**config.mk**
```make
export PLATFORM = sky130hd
export DESIGN_NAME = vga_draw_ctrl
export DESIGN_NICKNAME = d
export VERILOG_FILES = /design/src/rtl/vga_draw_ctrl.sv
export SDC_FILE = /design/constraint.sdc
export NUM_CORES = 1
export LEC_CHECK = 0
export CAP_MARGIN = 20
export CORE_ASPECT_RATIO = 1.2
export CORE_MARGIN = 3
export CORE_UTILIZATION = 40
export CTS_CLUSTER_SIZE = 30
export DETAILED_ROUTE_END_ITERATION = 16
export MAX_ROUTING_LAYER = met4
export PLACE_DENSITY = 0.75
export SYNTH_ARGS = -nofsm -noshare
export SYNTH_HDL_FRONTEND = slang
export SYNTH_SLANG_ARGS = --single-unit
```
**constraint.sdc**
```tcl
create_clock -name clock_50 -period 6.8 [get_ports clock_50]
set_input_delay 1.36 -clock clock_50 [delete_from_list [all_inputs] [get_ports clock_50]]
set_output_delay 1.36 -clock clock_50 [all_outputs]
set_load 0.01 [all_outputs]
```
**src/rtl/vga_draw_ctrl.sv**
```systemverilog
// rtl/vga_draw_ctrl.sv - CPU-driven rectangle fill controller feeding a VGA framebuffer writer
//
// Ports:
//   clock_50        single clock, rising edge
//   reset           asynchronous active-high reset
//   cpu_data[31:0]  CPU write data
//   cpu_addr[1:0]   register select: 0 pixel, 1 origin, 2 size, 3 control
//   cpu_cs, cpu_we  CPU write strobe (both high)
//   vga_data[31:0]  framebuffer write word {18'b0, row[5:0], col[6:0], pix}
//   vga_cs, vga_we  framebuffer write strobe
//   busy            high while a fill is running
//   done            one-cycle pulse on fill completion or zero-size start
module vga_draw_ctrl (
  input  logic        clock_50,
  input  logic        reset,
  input  logic [31:0] cpu_data,
  input  logic [1:0]  cpu_addr,
  input  logic        cpu_cs,
  input  logic        cpu_we,
  output logic [31:0] vga_data,
  output logic        vga_cs,
  output logic        vga_we,
  output logic        busy,
  output logic        done
);

  typedef enum logic {IDLE, FILL} state_t;

  state_t state, state_n;

  logic [6:0] x0, x0_n, w, w_n;
  logic [5:0] y0, y0_n, h, h_n;
  logic       color, color_n;
  // Cursor is one bit wider than the origin so x0+w / y0+h never wrap.
  logic [7:0] x, x_n;
  logic [6:0] y, y_n;

  logic [31:0] data_n;
  logic        cs_n;
  logic        done_n;

  logic       cpu_wr;
  logic       ctl_start;
  logic       ctl_abort;
  logic [7:0] x_last;
  logic [6:0] y_last;
  logic       unused_data;

  assign cpu_wr      = cpu_cs & cpu_we;
  // Abort wins over start when both are set in one control write.
  assign ctl_abort   = cpu_wr && (cpu_addr == 2'd3) && cpu_data[1];
  assign ctl_start   = cpu_wr && (cpu_addr == 2'd3) && cpu_data[0] && !cpu_data[1];
  assign x_last      = {1'b0, x0} + {1'b0, w} - 8'd1;
  assign y_last      = {1'b0, y0} + {1'b0, h} - 7'd1;
  assign busy        = (state == FILL);
  assign unused_data = ^cpu_data[31:14];

  always_comb begin
    state_n = state;
    x0_n    = x0;
    y0_n    = y0;
    w_n     = w;
    h_n     = h;
    color_n = color;
    x_n     = x;
    y_n     = y;
    data_n  = 32'd0;
    cs_n    = 1'b0;
    done_n  = 1'b0;

    // Direct CPU pixel writes pass through in any state.
    if (cpu_wr && (cpu_addr == 2'd0)) begin
      data_n = {18'd0, cpu_data[13:0]};
      cs_n   = 1'b1;
    end

    case (state)
      IDLE: begin
        if (cpu_wr && (cpu_addr == 2'd1)) begin
          x0_n = cpu_data[6:0];
          y0_n = cpu_data[13:8];
        end
        if (cpu_wr && (cpu_addr == 2'd2)) begin
          w_n = cpu_data[6:0];
          h_n = cpu_data[13:8];
        end
        if (ctl_start) begin
          if ((w == 7'd0) || (h == 6'd0)) begin
            done_n = 1'b1;
          end else begin
            state_n = FILL;
            color_n = cpu_data[2];
            x_n     = {1'b0, x0};
            y_n     = {1'b0, y0};
          end
        end
      end
      FILL: begin
        // Any CPU write stalls the fill for this cycle; only abort acts.
        if (cpu_wr) begin
          if (ctl_abort) begin
            state_n = IDLE;
          end
        end else begin
          // Off-screen cursor positions still cost a step but write nothing.
          if ((x < 8'd80) && (y < 7'd60)) begin
            data_n = {18'd0, y[5:0], x[6:0], color};
            cs_n   = 1'b1;
          end
          if (x == x_last) begin
            x_n = {1'b0, x0};
            y_n = y + 7'd1;
            if (y == y_last) begin
              state_n = IDLE;
              done_n  = 1'b1;
            end
          end else begin
            x_n = x + 8'd1;
          end
        end
      end
      default: begin
        state_n = IDLE;
      end
    endcase
  end

  always_ff @(posedge clock_50 or posedge reset) begin
    if (reset) begin
      state    <= IDLE;
      x0       <= 7'd0;
      y0       <= 6'd0;
      w        <= 7'd0;
      h        <= 6'd0;
      color    <= 1'b0;
      x        <= 8'd0;
      y        <= 7'd0;
      vga_data <= 32'd0;
      vga_cs   <= 1'b0;
      vga_we   <= 1'b0;
      done     <= 1'b0;
    end else begin
      state    <= state_n;
      x0       <= x0_n;
      y0       <= y0_n;
      w        <= w_n;
      h        <= h_n;
      color    <= color_n;
      x        <= x_n;
      y        <= y_n;
      vga_data <= data_n;
      vga_cs   <= cs_n;
      vga_we   <= cs_n;
      done     <= done_n;
    end
  end

endmodule
```
==> out/results.txt, run 1 <==
Status = finished, final reports clean
CP cell instances = inv_1, ha_1, inv_1, ha_1, fa_1, a211oi_2, nor2_1, xnor2_1, nand3_2, o31ai_2, mux2i_1, a21oi_1
Antenna viol nets, final = 0
Reg-to-reg endpoint = x[1]$_DFFE_PP0P_
Post-CTS setup buffers = 0
Dpl cell area = 4144 um2
Largest net degree at the start of global routing = 60
Clk Latency, worst-skew pair = 0.35 ns
Count of flip-flops with a built-in enable after synthesis = 0
CTS sink count = 59
Leak pwr = 2.037 nW
HP Class = reg2reg
Critical path required time = 7.01 ns
GRT overflow = 0
TritonCTS clock tree = yes
R2R setup slack = 3.35 ns
Crit path largest cell delay = 0.81 ns
First-pass GRT wire length = 14,190 um
Num ports = 74
Ant. Diodes = 0
Resized Gates After CTS = 0
Reg2reg path depth = 12
Setup crit start kind = register
Post-Synthesis Cells = 389
Most instantiated cells after synthesis = dfrtp_1 (59), inv_1 (53), nand2_1 (31), ha_1 (26), o21ai_0 (25)
CTS Hold Buffers Added = 0
R2r startpoint = x0[1]$_DFFE_PP0P_
DRC viols = 0
Vias in the first global route = 2,891
Hold Fails Final Rpt = 0
Global-route usage over all layers = 17.78%
Setup_tns = 0 ns
Worst-Margin Slew = 0.8945 ns
Area delta synth->final = 16.11%
Slew Limit Fails = 0
Yosys warns = 0
Vias = 2,916
Number of core rows = 38
Pwr Density = 385.1 nW/um2
Register area share after synthesis = 39.53%
Core region area = 9081 um2
Final worst-path cycle share = 50.75%
Min Tclk post-route = 3.451 ns
RSZ-0062 raised after global routing = no
Avg Cell Area, Syn = 9.601 um2
Hold EP = y0[3]$_DFFE_PP0P_
H-tree depth = 3
Post-route cell area = 4337 um2
Die width = 94.21 um
Achievable Freq = 0.2898 GHz
Worst-path clk slew = 0.07 ns
Post-synth top area cell = dfrtp_1
Die ar. = 10,540 um2
WP data arrival = 3.66 ns
Port Buf Inserts = 37
Nets = 488
Number of buffers created by CTS = 9
Initial antenna violation count = 0
Gp weighted congestion = 0.8792
Setup WS pre-CTS = 3.215 ns
Area contributors post-synth = dfrtp_1 (40%), ha_1 (8.7%), inv_1 (5.3%), buf_4 (3.8%), xnor2_1 (3.5%)
Final WS setup = 3.349 ns
Total Wirelength = 8565 um
Top_reg_cell synth = dfrtp_1
Post-synthesis cell type count = 57
Cell area after synthesis = 3735 um2
HPWL Detailed = 6230 um
Clock Path Buffers = 2
Routed len/inst = 15.66 um
MaxCap Viol Count = 0
Via-per-instance ratio = 5.331
Root Buffer = clkbuf_8
Hold path start = y0[3]$_DFFE_PP0P_
#FFs+latches synth = 59
Max_slew headroom = 40.01%
Iteration-0 DRC Markers = 154
Top-area cell type share of the netlist area = 39.53%
Setup CP Type = reg2reg
Share of layout cells above drive strength 1 = 10.30%
Starting Density = 41.13%
Die H = 111.9 um
1st-pass router iterations = 4
Final setup viols = 0
Most common cell in the netlist = dfrtp_1
Async set-or-reset flop fraction in the synthesized netlist = 100.0%
Max VDD drop = 0.1442 mV
Critical Path End Type = register
CP max FO = 11
Crit path max-delay cell type = o31ai_2
Skew final = 0.01054 ns
Hold depth = 1
kinds of logic (layout without fill, tap and decap cells):
kind of cell    after synthesis  in the layout  synth area share [%]
compound gates               90             90                 17.15
mux                          15             15                 4.422
fa+ha+maj                    28             28                 9.782
buf+inv                      91            112                 11.59
xor+xnor                     24             24                 5.829
simple gates                 81             81                 11.59
flops                        59             59                 39.53
other cells                   1             18                0.1004
stage by stage:
stage	hold slack, ns	power [mW]	instances	utilization [%]
CTS	0.5062	1.676	547	47.75
global placement	0.4763	1.311	529	45.43
detailed placement	0.4905	1.347	531	45.63
finish	0.5071	1.670	547	47.75
floorplan	0.4466	1.167	406	-
global route	0.5173	1.800	547	47.75
per-layer routing:
| layer | track usage [%] | share of wire (%) | vias to the layer above |
|---|---|---|---|
| met5 | - | 0 | - |
| met4 | 8.382 | 3.5 | 0 |
| met3 | 4.122 | 4.6 | 24 |
| met2 | 28.03 | 50 | 90 |
| met1 | 21.36 | 42 | 1442 |
| li1 | - | - | 1360 |
worst max path at each step:
stage	from	slack, ns	endpoint
after floorplan	reset	3.98	busy$_DFF_PP0_
after global placement	cpu_cs	2.97	vga_data[13]$_DFF_PP0_
after detailed placement	cpu_addr[0]	3.21	x[7]$_DFFE_PP0P_
after CTS	x0[1]$_DFFE_PP0P_	3.37	x[1]$_DFFE_PP0P_
after global routing	x0[1]$_DFFE_PP0P_	3.05	x[1]$_DFFE_PP0P_
final	x0[1]$_DFFE_PP0P_	3.35	x[1]$_DFFE_PP0P_
final cells by class:
type / count / area [um2]
Timing Repair Buffer: 42 / 411.6
Fill cell: 854 / 4745
Sequential cell: 59 / 1476
Multi-Input combinational cell: 256 / 1903
Clock inverter: 7 / 68.82
Inverter: 54 / 202.7
Clock buffer: 9 / 123.9
Tap cell: 120 / 150.1
critical path: cells and delay by family, from the launching register on:
family / cells / cell delay, ns
AND/OR/NAND/NOR: 2 / 0.26
flip-flops: 1 / 0.38
adder cells (fa/ha/maj): 3 / 0.91
XOR/XNOR: 1 / 0.19
AO/OA/AOI/OAI: 3 / 1.20
buffers and inverters: 2 / 0.10
multiplexers: 1 / 0.26
placed cells by master (no fill, tap or decap), drive strengths merged, types with 6 or more instances in the layout:
cell           Yosys  final
a21o               8      8
a21oi             16     16
a22o              14     14
and3               6      6
clkbuf            12      9
clkdlybuf4s50      0     37
conb               1     18
dfrtp             59     59
ha                26     26
inv               54     54
mux2              12     12
nand2             31     31
nand3              6      6
nor2              13     13
nor3               6      6
o21ai             25     25
xnor2             16     16
xor2               8      8
state kept, by name, indices dropped and copies added (netlist names):
name,count
x,8
y,7
done,1
color,1
busy,1
w,7
h,6
vga_we,1
vga_data,14
x0,7
y0,6
power by group:
group          switching (mW)  total (mW)  internal [mW]
sequential              0.124       0.566          0.442
combinational           0.415       0.784          0.369
clock                   0.152       0.320          0.167
total                   0.691        1.67          0.979
Note: power is estimated with default switching activity, not from simulation.
==> run 2: changes to the inputs <==
==> constraint.sdc (replaced) <==
create_clock -name clock_50 -period 3.2 [get_ports clock_50]
set_input_delay 0.64 -clock clock_50 [delete_from_list [all_inputs] [get_ports clock_50]]
set_output_delay 0.64 -clock clock_50 [all_outputs]
set_load 0.01 [all_outputs]
==> out/results.txt, run 2 (synthesized netlist as in run 1, its figures left out) <==
Sw frac = 40.25% (-1.1 points)
HP Class = reg2reg
Part of the power in registers = 32.5% (-1.4 points)
Top Usage Layer GRT = met2
Setup_tns = 0 ns (unchanged)
FF+latch area = 1476 um2 (unchanged)
Slew Limit Fails = 0 (unchanged)
Vias in the first global route = 2,988 (+3.4%)
HPWL Detailed = 6463 um (+3.7%)
DRC viols = 0 (unchanged)
Min Tclk post-route = 3.013 ns (-0.4386 ns)
Worst-path clk slew = 0.07 ns (about the same)
DP Cell Count = 539 (+1.5%)
Area delta synth->final = 19.13%
Clock Power Share = 20.5% (+1.4 points)
CTS Hold Buffers Added = 0 (unchanged)
Biggest regs = vga_data x14, x x8
Critical path required time = 3.48 ns (-3.53 ns)
Antenna viol nets, final = 0 (unchanged)
Initial antenna violation count = 0 (unchanged)
CTS sink count = 59 (unchanged)
Global-route usage over all layers = 18.41% (+0.64 points)
Worst-Margin Slew = 0.9418 ns (+0.04730 ns)
Most common cell after layout, fill and taps aside = dfrtp_1
Final Total Pwr = 3.713 mW (+120%)
CP max FO = 5 (-6)
RSZ-0062 raised after global routing = no
Final worst-path cycle share = 94.14% (+43 points)
Ant. Diodes = 0 (unchanged)
Met3 usage = 4.324% (+0.20 points)
Leak pwr = 2.101 nW (+3.1%)
Die H = 111.9 um (unchanged)
Gp weighted congestion = 0.9342 (+6.3%)
First-pass GRT wire length = 14,640 um (+3.2%)
Core region area = 9081 um2 (unchanged)
Skew final = 0.008246 ns (-0.002295 ns)
Critical Path End Type = register
GRT overflow = 0 (unchanged)
Clock Path Buffers = 2 (unchanged)
Port Buf Inserts = 37 (unchanged)
Multi-input gate area = 1926 um2 (+1.2%)
Largest Register = vga_data
Setup CP Type = reg2reg
Combinational share of power = 47.0% (about the same)
Vias = 2,888 (-0.96%)
Largest net degree at the start of global routing = 44 (-27%)
Switching power = 1.494 mW (+120%)
Setup crit start kind = register
WP data arrival = 3.29 ns (-0.37 ns)
Clk Latency, worst-skew pair = 0.35 ns (about the same)
TritonCTS clock tree = yes
GR Layer Usage met1 = 21.42% (+0.052 points)
Hold Fails Final Rpt = 0 (unchanged)
Total Wirelength = 8945 um (+4.4%)
Die ar. = 10,540 um2 (unchanged)
MaxCap Viol Count = 0 (unchanged)
Iteration-0 DRC Markers = 154 (unchanged)
1st-pass router iterations = 4 (unchanged)
Num ports = 74 (unchanged)
M2 GR Usage = 30.59% (+2.6 points)
Via-per-instance ratio = 5.204 (-2.4%)
Number of buffers created by CTS = 9 (unchanged)
Achievable Freq = 0.3319 GHz (+15%)
Final core occ = 48.99% (+1.2 points)
Most frequent cells in the layout = dfrtp_1 (59), inv_1 (52), clkdlybuf4s50_1 (37)
Largest register FFs = 14 (unchanged)
H-tree depth = 3 (unchanged)
Nets = 497 (+1.8%)
Number of core rows = 38 (unchanged)
Final setup viols = 0 (unchanged)
Layout Cells excl Fill = 555 (+1.5%)
Root Buffer = clkbuf_8
Status = finished, final reports clean
Die width = 94.21 um (unchanged)
FILL cells = 846 (-0.94%)
Max VDD drop = 0.3916 mV (+170%)
Starting Density = 41.13% (unchanged)
Routed len/inst = 16.12 um (+2.9%)
Pwr Density = 834.4 nW/um2 (+120%)
Max_slew headroom = 37.12% (-2.9 points)
Internal Power = 2.218 mW (+130%)
Share of layout cells above drive strength 1 = 12.64% (+2.3 points)
run 2: changes by cell type in the layout (fill, tap and decap cells not counted), sizes merged:
| cell | before | now |
|---|---|---|
| clkinv | 4 | 2 |
| clkbuf | 9 | 10 |
| buf | 5 | 14 |
| clkinvlp | 2 | 1 |
| bufinv | 1 | 2 |
run 2: worst paths after layout:
check                                   from                     end  slack (ns)  cells after the start
min in group asynchronous              reset  vga_data[13]$_DFF_PP0_        0.83                      2
setup reg to reg           x0[1]$_DFFE_PP0P_          done$_DFF_PP0_        0.19                     13
hold reg to reg            y0[3]$_DFFE_PP0P_       y0[3]$_DFFE_PP0P_        0.50                      1
hold / removal             y0[3]$_DFFE_PP0P_       y0[3]$_DFFE_PP0P_        0.50                      1
max in group asynchronous              reset       x0[5]$_DFFE_PP0P_        1.65                      3
setup / recovery           x0[1]$_DFFE_PP0P_          done$_DFF_PP0_        0.19                     13
run 2: what timing repair did:
action | in CTS | in global routing
setup buffers | 1 | 0
endpoints found under the hold margin | 0 | 0
pin swaps | 2 | 4
gates cloned | 0 | 0
gates resized for setup | 0 | 5
endpoints found under the setup margin | 2 | 9
run 2: stage by stage:
stage,hold WS [ns],setup WS [ns],area (um2)
after detailed placement,0.4822,0.06683,4200
after CTS,0.5041,0.04258,4423
after floorplan,0.4466,0.4130,3799
after global routing,0.5167,0.001819,4449
final,0.5016,0.1875,4449
after global placement,0.4773,0.1241,4200
run 2: per-layer routing:
metal	wire length, um	vias to the layer above
met5	0	-
met4	191	0
met3	448	17
met2	4713	94
li1	-	1377
met1	3592	1400
run 2: power by group through the flow:
| stage | combinational (mW) | clock, mW | sequential (mW) |
|---|---|---|---|
| 6_report | 1.75 | 0.760 | 1.21 |
| 5_1_grt | 1.94 | 0.808 | 1.23 |
| 4_1_cts | 1.70 | 0.774 | 1.20 |
| 3_5_place_dp | 1.67 | 0 | 1.21 |
| 3_3_place_gp | 1.61 | 0 | 1.20 |
| 2_1_floorplan | 1.39 | 0 | 1.09 |
run 2: area by class of cell:
cell class              count  area share [%]
clock inverters             5           1.744
inverters                  54           4.556
flip-flops and latches     59           33.18
well taps                 120           3.375
clock buffers              10           3.093
multi-input cells         256           43.28
repair buffers             51           10.77
run 2: critical path: stages (launching register included):
cell      delay (ns)
dfrtp_1         0.37
inv_1           0.05
ha_1            0.27
inv_1           0.04
ha_1            0.23
fa_2            0.37
a211oi_2        0.29
o21bai_1        0.15
a21oi_2         0.20
xnor2_2         0.14
nor3_4          0.25
buf_4           0.19
and3_1          0.22
a21o_1          0.17
